[src/rtl/galaga_io_pkg.sv]
// Shared types and width helpers for the player-control input conditioner.
package galaga_io_pkg;

  typedef enum logic [1:0] {
    IDLE,
    HELD_WAIT,
    HELD_RPT
  } btn_state_t;

  // Bits needed to hold 0..max_val; never less than one bit.
  function automatic int unsigned cnt_w(input int unsigned max_val);
    return (max_val < 1) ? 1 : $clog2(max_val + 1);
  endfunction

  localparam int unsigned DB_W  = cnt_w(250_000 - 1);
  localparam int unsigned RPT_W = cnt_w(25_000_000);

endpackage

[src/rtl/input_debounce_ch.sv]
// One input channel: synchroniser chain, debounce counter and registered level/edge outputs.
module input_debounce_ch
  import galaga_io_pkg::*;
#(
  parameter int unsigned SyncStages = 2,
  parameter int unsigned DbCycles   = 8,
  parameter bit          RawIdle    = 1'b0,
  parameter bit          Invert     = 1'b0
) (
  input  logic clk_i,
  input  logic rst_i,
  input  logic raw_i,
  output logic stable_o,
  output logic level_o,
  output logic rise_o,
  output logic fall_o
);

  localparam int unsigned DbW = cnt_w(DbCycles - 1);

  logic [SyncStages-1:0] sync_q;
  logic [DbW-1:0]        cnt_q, cnt_d;
  logic                  stable_q, stable_d;
  logic                  level_q, rise_q, fall_q;
  logic                  synced;

  assign synced = sync_q[SyncStages-1] ^ Invert;

  // Any sample that agrees with the stable level restarts the window.
  always_comb begin
    cnt_d    = '0;
    stable_d = stable_q;
    if (synced != stable_q) begin
      if (cnt_q == DbW'(DbCycles - 1)) begin
        stable_d = synced;
      end else begin
        cnt_d = cnt_q + 1'b1;
      end
    end
  end

  always_ff @(posedge clk_i or posedge rst_i) begin
    if (rst_i) begin
      sync_q   <= {SyncStages{RawIdle}};
      cnt_q    <= '0;
      stable_q <= 1'b0;
      level_q  <= 1'b0;
      rise_q   <= 1'b0;
      fall_q   <= 1'b0;
    end else begin
      sync_q   <= {sync_q[SyncStages-2:0], raw_i};
      cnt_q    <= cnt_d;
      stable_q <= stable_d;
      level_q  <= stable_q;
      rise_q   <= stable_q & ~level_q;
      fall_q   <= ~stable_q & level_q;
    end
  end

  assign stable_o = stable_q;
  assign level_o  = level_q;
  assign rise_o   = rise_q;
  assign fall_o   = fall_q;

endmodule

[src/rtl/gpio_input_conditioner.sv]
// Conditions raw buttons and switches: sync, debounce, polarity, edge pulses and hold auto-repeat.
module gpio_input_conditioner
  import galaga_io_pkg::*;
#(
  parameter int unsigned N_BTN          = 4,
  parameter int unsigned N_SW           = 10,
  parameter bit          BTN_ACTIVE_LOW = 1'b1,
  parameter int unsigned SYNC_STAGES    = 2,
  parameter int unsigned DB_CYCLES      = 250_000,
  parameter int unsigned REPEAT_DELAY   = 25_000_000,
  parameter int unsigned REPEAT_PERIOD  = 5_000_000
) (
  input  logic             CLOCK_50,
  input  logic             reset,
  input  logic [N_BTN-1:0] gpio_btn,
  input  logic [N_SW-1:0]  sw_raw,
  output logic [N_BTN-1:0] btn_level,
  output logic [N_BTN-1:0] btn_press,
  output logic [N_BTN-1:0] btn_release,
  output logic [N_BTN-1:0] btn_repeat,
  output logic [N_SW-1:0]  sw_level
);

  localparam int unsigned RptMax = (REPEAT_DELAY > REPEAT_PERIOD) ? REPEAT_DELAY : REPEAT_PERIOD;
  localparam int unsigned RptW   = cnt_w(RptMax);

  logic [N_BTN-1:0] btn_stable;
  logic [N_SW-1:0]  unused_sw_stable, unused_sw_rise, unused_sw_fall;

  for (genvar i = 0; i < N_SW; i++) begin : g_sw
    input_debounce_ch #(
      .SyncStages (SYNC_STAGES),
      .DbCycles   (DB_CYCLES),
      .RawIdle    (1'b0),
      .Invert     (1'b0)
    ) u_db (
      .clk_i    (CLOCK_50),
      .rst_i    (reset),
      .raw_i    (sw_raw[i]),
      .stable_o (unused_sw_stable[i]),
      .level_o  (sw_level[i]),
      .rise_o   (unused_sw_rise[i]),
      .fall_o   (unused_sw_fall[i])
    );
  end

  for (genvar i = 0; i < N_BTN; i++) begin : g_btn
    btn_state_t      state_q, state_d;
    logic [RptW-1:0] cnt_q, cnt_d;
    logic            fire, rpt_q;

    input_debounce_ch #(
      .SyncStages (SYNC_STAGES),
      .DbCycles   (DB_CYCLES),
      .RawIdle    (BTN_ACTIVE_LOW),
      .Invert     (BTN_ACTIVE_LOW)
    ) u_db (
      .clk_i    (CLOCK_50),
      .rst_i    (reset),
      .raw_i    (gpio_btn[i]),
      .stable_o (btn_stable[i]),
      .level_o  (btn_level[i]),
      .rise_o   (btn_press[i]),
      .fall_o   (btn_release[i])
    );

    always_ff @(posedge CLOCK_50 or posedge reset) begin
      if (reset) begin
        state_q <= IDLE;
        cnt_q   <= '0;
        rpt_q   <= 1'b0;
      end else begin
        state_q <= state_d;
        cnt_q   <= cnt_d;
        rpt_q   <= fire;
      end
    end

    // Tracks the pre-register stable level, one cycle ahead of btn_level, so the FSM
    // leaves the held states before a repeat could land in the release cycle.
    always_comb begin
      state_d = state_q;
      cnt_d   = '0;
      unique case (state_q)
        IDLE: begin
          if (btn_stable[i]) state_d = HELD_WAIT;
        end
        HELD_WAIT: begin
          if (!btn_stable[i]) begin
            state_d = IDLE;
          end else if (fire) begin
            state_d = HELD_RPT;
          end else if (REPEAT_DELAY != 0) begin
            cnt_d = cnt_q + 1'b1;
          end
        end
        HELD_RPT: begin
          if (!btn_stable[i]) begin
            state_d = IDLE;
          end else if (!fire) begin
            cnt_d = cnt_q + 1'b1;
          end
        end
        default: state_d = IDLE;
      endcase
    end

    always_comb begin
      fire = 1'b0;
      if (btn_stable[i]) begin
        unique case (state_q)
          HELD_WAIT: fire = (REPEAT_DELAY != 0) && (cnt_q == RptW'(REPEAT_DELAY - 1));
          HELD_RPT:  fire = (cnt_q == RptW'(REPEAT_PERIOD - 1));
          default:   fire = 1'b0;
        endcase
      end
    end

    assign btn_repeat[i] = rpt_q;
  end

endmodule

[config.mk]
export PLATFORM = sky130hd
export DESIGN_NAME = gpio_input_conditioner
export DESIGN_NICKNAME = d
export VERILOG_FILES = /design/src/rtl/galaga_io_pkg.sv /design/src/rtl/input_debounce_ch.sv /design/src/rtl/gpio_input_conditioner.sv
export SDC_FILE = /design/constraint.sdc
export NUM_CORES = 1
export LEC_CHECK = 0
export BUFFER_PORTS_ARGS = -buffer_cell sky130_fd_sc_hd__buf_2
export CAP_MARGIN = 30
export CORE_MARGIN = 2
export CORE_UTILIZATION = 45
export DETAILED_ROUTE_END_ITERATION = 10
export PLACE_DENSITY = 0.65
export SLEW_MARGIN = 40
export SYNTH_ARGS = -nofsm -noshare
export SYNTH_HDL_FRONTEND = slang
export SYNTH_SLANG_ARGS = --single-unit
export TNS_END_PERCENT = 50
[constraint.sdc]
create_clock -name CLOCK_50 -period 31.6 [get_ports CLOCK_50]
set_clock_uncertainty 0.2 [all_clocks]
set_input_delay 1.58 -clock CLOCK_50 [delete_from_list [all_inputs] [get_ports CLOCK_50]]
set_output_delay 1.58 -clock CLOCK_50 [all_outputs]
set_load 0.1 [all_outputs]
# After elaboration in Yosys (flattened, before gate mapping)
# Index checks and enable logic that the tools add are counted.
[classes]
muxes = 68
bitwise = 20
n_eq_ne = 56
n_reduce_logical = 26
addsub = 18
[op_table]
columns = ["op", "count"]
rows = [
  ["$mux W18", 28],
  ["$mux W25", 12],
  ["$add A18 B1 Y18 const B", 14],
  ["$eq A18 B18 Y1 const B", 14],
  ["$add A25 B1 Y25 const B", 4],
  ["$eq A25 B23 Y1 const B", 4],
  ["$eq A25 B25 Y1 const B", 4],
  ["$mux W2", 16],
  ["$reduce_and A2 Y1", 14],
  ["$pmux W2 S3", 4],
  ["$ne A1 B1 Y1", 14],
  ["$ne A3 B3 Y1 const B", 4],
  ["$not A1 Y1", 12],
  ["$reduce_and A3 Y1", 4],
  ["$and A1 B1 Y1", 8],
  ["$eq A2 B1 Y1 const B", 4],
  ["$eq A2 B2 Y1 const B", 4],
  ["$logic_not A2 Y1", 4],
  ["$ne A2 B1 Y1 const B", 4],
  ["$ne A2 B2 Y1 const B", 4],
  ["$pmux W1 S2", 4],
  ["$reduce_or A2 Y1", 4],
  ["$mux W1", 4],
]
[totals]
inputBits = 16
output_inout_bits = 26
word_cells = 264
reg_bits = 428

# Depth between registers and ports, before layout
[depth]
word_depth = 6
mapped_depth = 9
ltp_nobuf = 7

# By module
# From an unflattened synthesis, not the netlist that was laid out.
[unflattened]
cells_unflattened = 2021
hier_area_um2 = 21334.2
[by_module_without_submodules]
columns = ["mod", "cells_per_inst", "instances", "seq_area_each_um2", "area_each_um2"]
rows = [
  ["input_debounce_ch (g_sw[0].u_db ...)", 100, 10, 600.6, 1099.8],
  ["gpio_input_conditioner", 617, 1, 2802.7, 5926.9],
  ["input_debounce_ch (g_btn[0].u_db ...)", 101, 4, 603.1, 1102.3],
]

# Least setup slack after synthesis
# No wires, ideal clock.
[synth_timing]
path_kind = "reg-to-output"
start = "register g_btn[0].u_db.level_q"
end = "output port btn_level[0]"
n_path_buf = 1
stages_incl_launch_ff = 2
slack_ns = 29.205
required_time_ns = 29.820
t_arrival_ns = 0.615
cell_sequence = "dfrtp_1 > buf_4"
[synth_rtl]
columns = ["item", "line_no", "source"]
rows = [
  ["start, declared", "input_debounce_ch.sv:24", "logic level_q, rise_q, fall_q;"],
  ["start signal, assigned", "input_debounce_ch.sv:54", "level_q <= stable_q;"],
  ["end, declared", "gpio_input_conditioner.sv:17", "output logic [N_BTN-1:0] btn_level,"],
]
# No word-level cell between the ends.

# Final worst setup path
[layout_timing]
start = "register g_btn[3].rpt_q"
end = "output port btn_repeat[3]"
[layout_rtl]
columns = ["item", "line_no", "source"]
rows = [
  ["start, declared", "gpio_input_conditioner.sv:50", "logic fire, rpt_q;"],
  ["start signal, assigned", "gpio_input_conditioner.sv:75", "rpt_q <= fire;"],
  ["end, declared", "gpio_input_conditioner.sv:20", "output logic [N_BTN-1:0] btn_repeat,"],
]
# No word-level cell between the ends.

==> results.rst <==
.. list-table::
   :header-rows: 1

   * - Metric
     - Value
   * - Area contributors post-synth
     - sky130_fd_sc_hd__dfrtp_1, sky130_fd_sc_hd__nor2_1, sky130_fd_sc_hd__xnor2_1, sky130_fd_sc_hd__xor2_1, sky130_fd_sc_hd__nand3_1
   * - Netlist area before placement
     - 0.0201 mm^2
   * - Storage element area
     - 0.0107 mm^2
   * - Number of global-route vias before repair
     - 13,600
   * - Number of top-level pins
     - 42
   * - Via count
     - 13,400
   * - Number of vias per cell
     - 5.11
   * - Leakage power total
     - 9.29 nW
   * - Die area
     - 0.0463 mm^2
   * - Total routing resource utilization after global routing
     - 0.154
   * - Slew of the pin with the lowest slew margin
     - 0.806 ns
   * - DIE HEIGHT
     - 215 um
   * - Capturing element type of the critical path
     - primary output
   * - Part of the cycle the worst path needs
     - 0.0997
   * - CP max-delay cell
     - sky130_fd_sc_hd__buf_2
   * - CP arrival
     - 1.37 ns
   * - Highest achievable clock rate
     - 0.317 GHz
   * - Met1 routing resource usage after global routing
     - 0.204
   * - Antenna viol nets, final
     - 0
   * - Hold Fails Final Rpt
     - 0
   * - Final global-route overflow total
     - 0
   * - Clock group share of total power
     - 0.486
   * - Switching portion of total power
     - 0.212
   * - Wire length of the first global-routing pass
     - 61,500 um
   * - Initial antenna violation count
     - 0
   * - Final antenna diode count
     - 0
   * - Post-CTS Setup Inserts
     - 0
   * - Switching power
     - 0.241 mW
   * - Sequential share of power
     - 0.492
   * - Number of filler instances in the final layout
     - 3,991
   * - Post-synthesis sequential element count
     - 428
   * - Distinct cells, synth
     - 52
   * - Total routed wirelength
     - 34,500 um
   * - Worst path cell trace
     - buf_2
   * - Share of Yosys cell area claimed by the top area cell type
     - 0.524
   * - Wire length per cell after detailed routing
     - 13.1 um
   * - Result of the run
     - finished clean
   * - Biggest cell delay along the critical path
     - 0.44 ns
   * - RSZ-0062 raised after global routing
     - no
   * - Met2 capacity usage during global routing
     - 0.255
   * - Number of input and output port buffers inserted
     - 41
   * - Data required time at the worst endpoint
     - 29.82 ns
   * - Worst setup path category
     - flip-flop to primary output
   * - RD Place Congestion
     - 0.789
   * - Number of design-rule violations left by the first detailed-router iteration
     - 741
   * - Seq/Total Area, Yosys
     - 0.534
   * - Number of rows created at floorplan
     - 77
   * - Number of warnings issued by yosys
     - 0
   * - Total internal power
     - 0.898 mW
   * - Instance count of the mapped netlist
     - 1,989
   * - Post-route minimum period
     - 3.15 ns
   * - Number of pins exceeding their max-slew limit in the final report
     - 0
   * - Clock latency on the worst-skew pair
     - 0.57 ns
   * - Final HPWL DP
     - 22,100 um
   * - Share of flip-flops with an asynchronous set or reset
     - 1.00
   * - Number of endpoints failing setup at the final stage
     - 0
   * - Starting density of the core
     - 0.455
   * - Logic gate share of total power
     - 0.022
   * - Critical path fanouts, max
     - 1
   * - Max VDD drop
     - 40.2 uV
   * - Hold-fix buffer count after cts
     - 0
   * - Number of CTS-inserted buffers
     - 47
   * - Number of enable flip-flop cells after synthesis
     - 0
   * - Pwr per Cell Area
     - 51.3 mW/mm^2
   * - Mapped Avg Cell Area
     - 10.1 um^2
   * - Core Area
     - 0.0441 mm^2
   * - Number of nets in the synthesized netlist
     - 2,035
   * - Final sum of negative setup slack
     - 0 ns
   * - Number of remaining DRC errors
     - 0
   * - Clock-pin transition on the worst setup and hold timing paths
     - 0.06 ns
   * - Number of clock sinks
     - 428
   * - CP bufs+invs
     - 1
   * - Worst-case clock buffer depth
     - 3
   * - Horizontal die dimension
     - 215 um
   * - Top_reg_cell synth
     - sky130_fd_sc_hd__dfrtp_1
   * - Post-synthesis to final-layout area growth
     - 10.7%
   * - R2R setup slack
     - 28.69 ns
   * - Type of origin of the critical path
     - flip-flop
   * - H-tree levels
     - 2
   * - Area used by multi-input combinational logic
     - 0.00870 mm^2
   * - Most used routing layer
     - met2
   * - Number of cells upsized or downsized after cts
     - 0
   * - Maximum number of pins on one net before global-route repair
     - 144
   * - Non-filler instance count after layout
     - 2,630
   * - Final net count
     - 2,053
   * - Number of max-capacitance violations reported
     - 0
   * - Met3 track utilization from global routing
     - 0.0259
   * - CTS Root Cell
     - sky130_fd_sc_hd__clkbuf_16
   * - Kind of cell adding the most delay to the critical path
     - buffers and inverters
   * - Area leader, netlist
     - sky130_fd_sc_hd__dfrtp_1
   * - Layout cell share with drive strength beyond 1
     - 0.0790
   * - Total power
     - 1.14 mW
   * - Placed instance count
     - 2,550
   * - First-pass DRT Iterations
     - 5
   * - Util after Layout
     - 0.503
   * - Worst min-delay path class
     - flip-flop to flip-flop
   * - Clock tree from TritonCTS
     - yes
   * - Worst slew slack as a fraction of its limit
     - 0.455
==> area by class of cell <==
cell class	instances	share of cell area
multi-input combinational	1423	0.391
clock inverter	16	0.00986
timing repair buffer	45	0.0113
clock buffer	64	0.0604
inverter	62	0.0110
tap	592	0.0333
sequential	428	0.483
==> layer usage <==
metal	routed length, um	vias up	part of all wire
li1	-	6678	-
met1	16400	6578	0.48
met2	16200	127	0.47
met3	1040	54	0.030
met4	802	0	0.023
met5	0	-	0
==> state kept, by name, summed over array words and instances, names as in the netlist <==
name,flops
g_btn.u_db.fall_o,4
g_sw.u_db.cnt_q,180
g_sw.u_db.sync_q,20
g_sw.u_db.stable_o,10
g_btn.cnt_q,100
g_btn.u_db.level_o,4
g_btn.u_db.cnt_q,72
g_sw.u_db.level_o,10
g_btn.u_db.stable_o,4
g_btn.u_db.rise_o,4
g_btn.state_q,8
g_btn.u_db.sync_q,8
g_btn.rpt_q,4
==> synth_stat cells (all sizes together), types with 4 or more instances <==
library cell,instances
nand4b,5
nor2b,10
dfstp,8
and2,12
or3,6
nor4,39
mux2i,5
nand2,121
nor2,416
nand3b,16
xnor2,167
nand2b,4
and3,57
nor3,60
or2,13
buf,53
or4,4
nor4b,22
clkbuf,23
xor2,162
o21ai,6
a31oi,4
nand4,72
nor4bb,7
and4,16
inv,62
mux2,11
a21oi,8
nand3,130
dfrtp,420
ha,30
==> per-stage QoR <==
step	hold slack, ns	area, um^2	setup WS, ns
5_1_grt	0.152	22200	28.40
2_1_floorplan	0.131	20100	17.92
6_report	0.147	22200	28.45
4_1_cts	0.151	22200	28.40
3_3_place_gp	0.134	20600	27.86
3_5_place_dp	0.136	20600	28.26
==> worst paths after layout <==
| check | start | depth (start not counted) | to |
|---|---|---|---|
| min | g_sw[5].u_db.sync_q[0]$_DFF_PP0_ | 0 | g_sw[5].u_db.sync_q[1]$_DFF_PP0_ |
| min reg2reg | g_sw[5].u_db.sync_q[0]$_DFF_PP0_ | 0 | g_sw[5].u_db.sync_q[1]$_DFF_PP0_ |
| min in group asynchronous | reset | 2 | g_sw[1].u_db.sync_q[0]$_DFF_PP0_ |
| max | g_btn[3].rpt_q$_DFF_PP0_ | 1 | btn_repeat[3] |
| max in group asynchronous | reset | 3 | g_sw[5].u_db.cnt_q[14]$_DFF_PP0_ |
| max reg2reg | g_btn[0].state_q[0]$_DFFE_PP0P_ | 7 | g_btn[0].cnt_q[15]$_DFF_PP0_ |
==> power groups by stage <==
stage	clock (mW)	sequential [mW]	combinational (mW)
floorplan	0	0.569	0.0201
global placement	0	0.569	0.0260
detailed placement	0	0.570	0.0268
CTS	0.575	0.560	0.0270
global route	0.596	0.560	0.0305
finish	0.554	0.560	0.0255
==> cells in the final DEF, fill, tap and decap left out, types with 6 or more instances in the layout <==
cell type	Yosys	layout
sky130_fd_sc_hd__inv_1	62	61
sky130_fd_sc_hd__and3_1	57	57
sky130_fd_sc_hd__nand4_1	72	72
sky130_fd_sc_hd__o21ai_0	6	6
sky130_fd_sc_hd__clkbuf_8	0	6
sky130_fd_sc_hd__nor4_1	38	38
sky130_fd_sc_hd__ha_1	30	30
sky130_fd_sc_hd__nand3b_1	15	15
sky130_fd_sc_hd__clkbuf_16	0	49
sky130_fd_sc_hd__nand2_1	121	121
sky130_fd_sc_hd__a21oi_1	8	8
sky130_fd_sc_hd__buf_2	14	41
sky130_fd_sc_hd__clkinv_2	0	6
sky130_fd_sc_hd__xnor2_1	167	167
sky130_fd_sc_hd__nor4bb_1	7	7
sky130_fd_sc_hd__xor2_1	162	162
sky130_fd_sc_hd__clkbuf_1	23	9
sky130_fd_sc_hd__mux2_2	11	11
sky130_fd_sc_hd__or3_1	6	6
sky130_fd_sc_hd__dfrtp_1	420	420
sky130_fd_sc_hd__and4_1	16	16
sky130_fd_sc_hd__nor2b_1	10	10
sky130_fd_sc_hd__nor2_1	416	416
sky130_fd_sc_hd__dfstp_2	8	8
sky130_fd_sc_hd__or2_2	12	12
sky130_fd_sc_hd__nand3_1	130	129
sky130_fd_sc_hd__nor3_1	59	59
sky130_fd_sc_hd__nor4b_1	22	18
sky130_fd_sc_hd__and2_1	12	12
==> logic make-up (layout without fill, tap and decap cells) <==
logic type | count (synthesis) | count (layout) | synth area share
AO/OA/AOI/OAI | 31 | 31 | 0.0122
XOR/XNOR | 329 | 329 | 0.144
adder cells (fa/ha/maj) | 30 | 30 | 0.0187
buffers and inverters | 138 | 187 | 0.0340
flip-flops | 428 | 428 | 0.534
multiplexers | 16 | 16 | 0.00867
AND/OR/NAND/NOR | 1017 | 1017 | 0.249
Power figures use the tool's default switching activity.
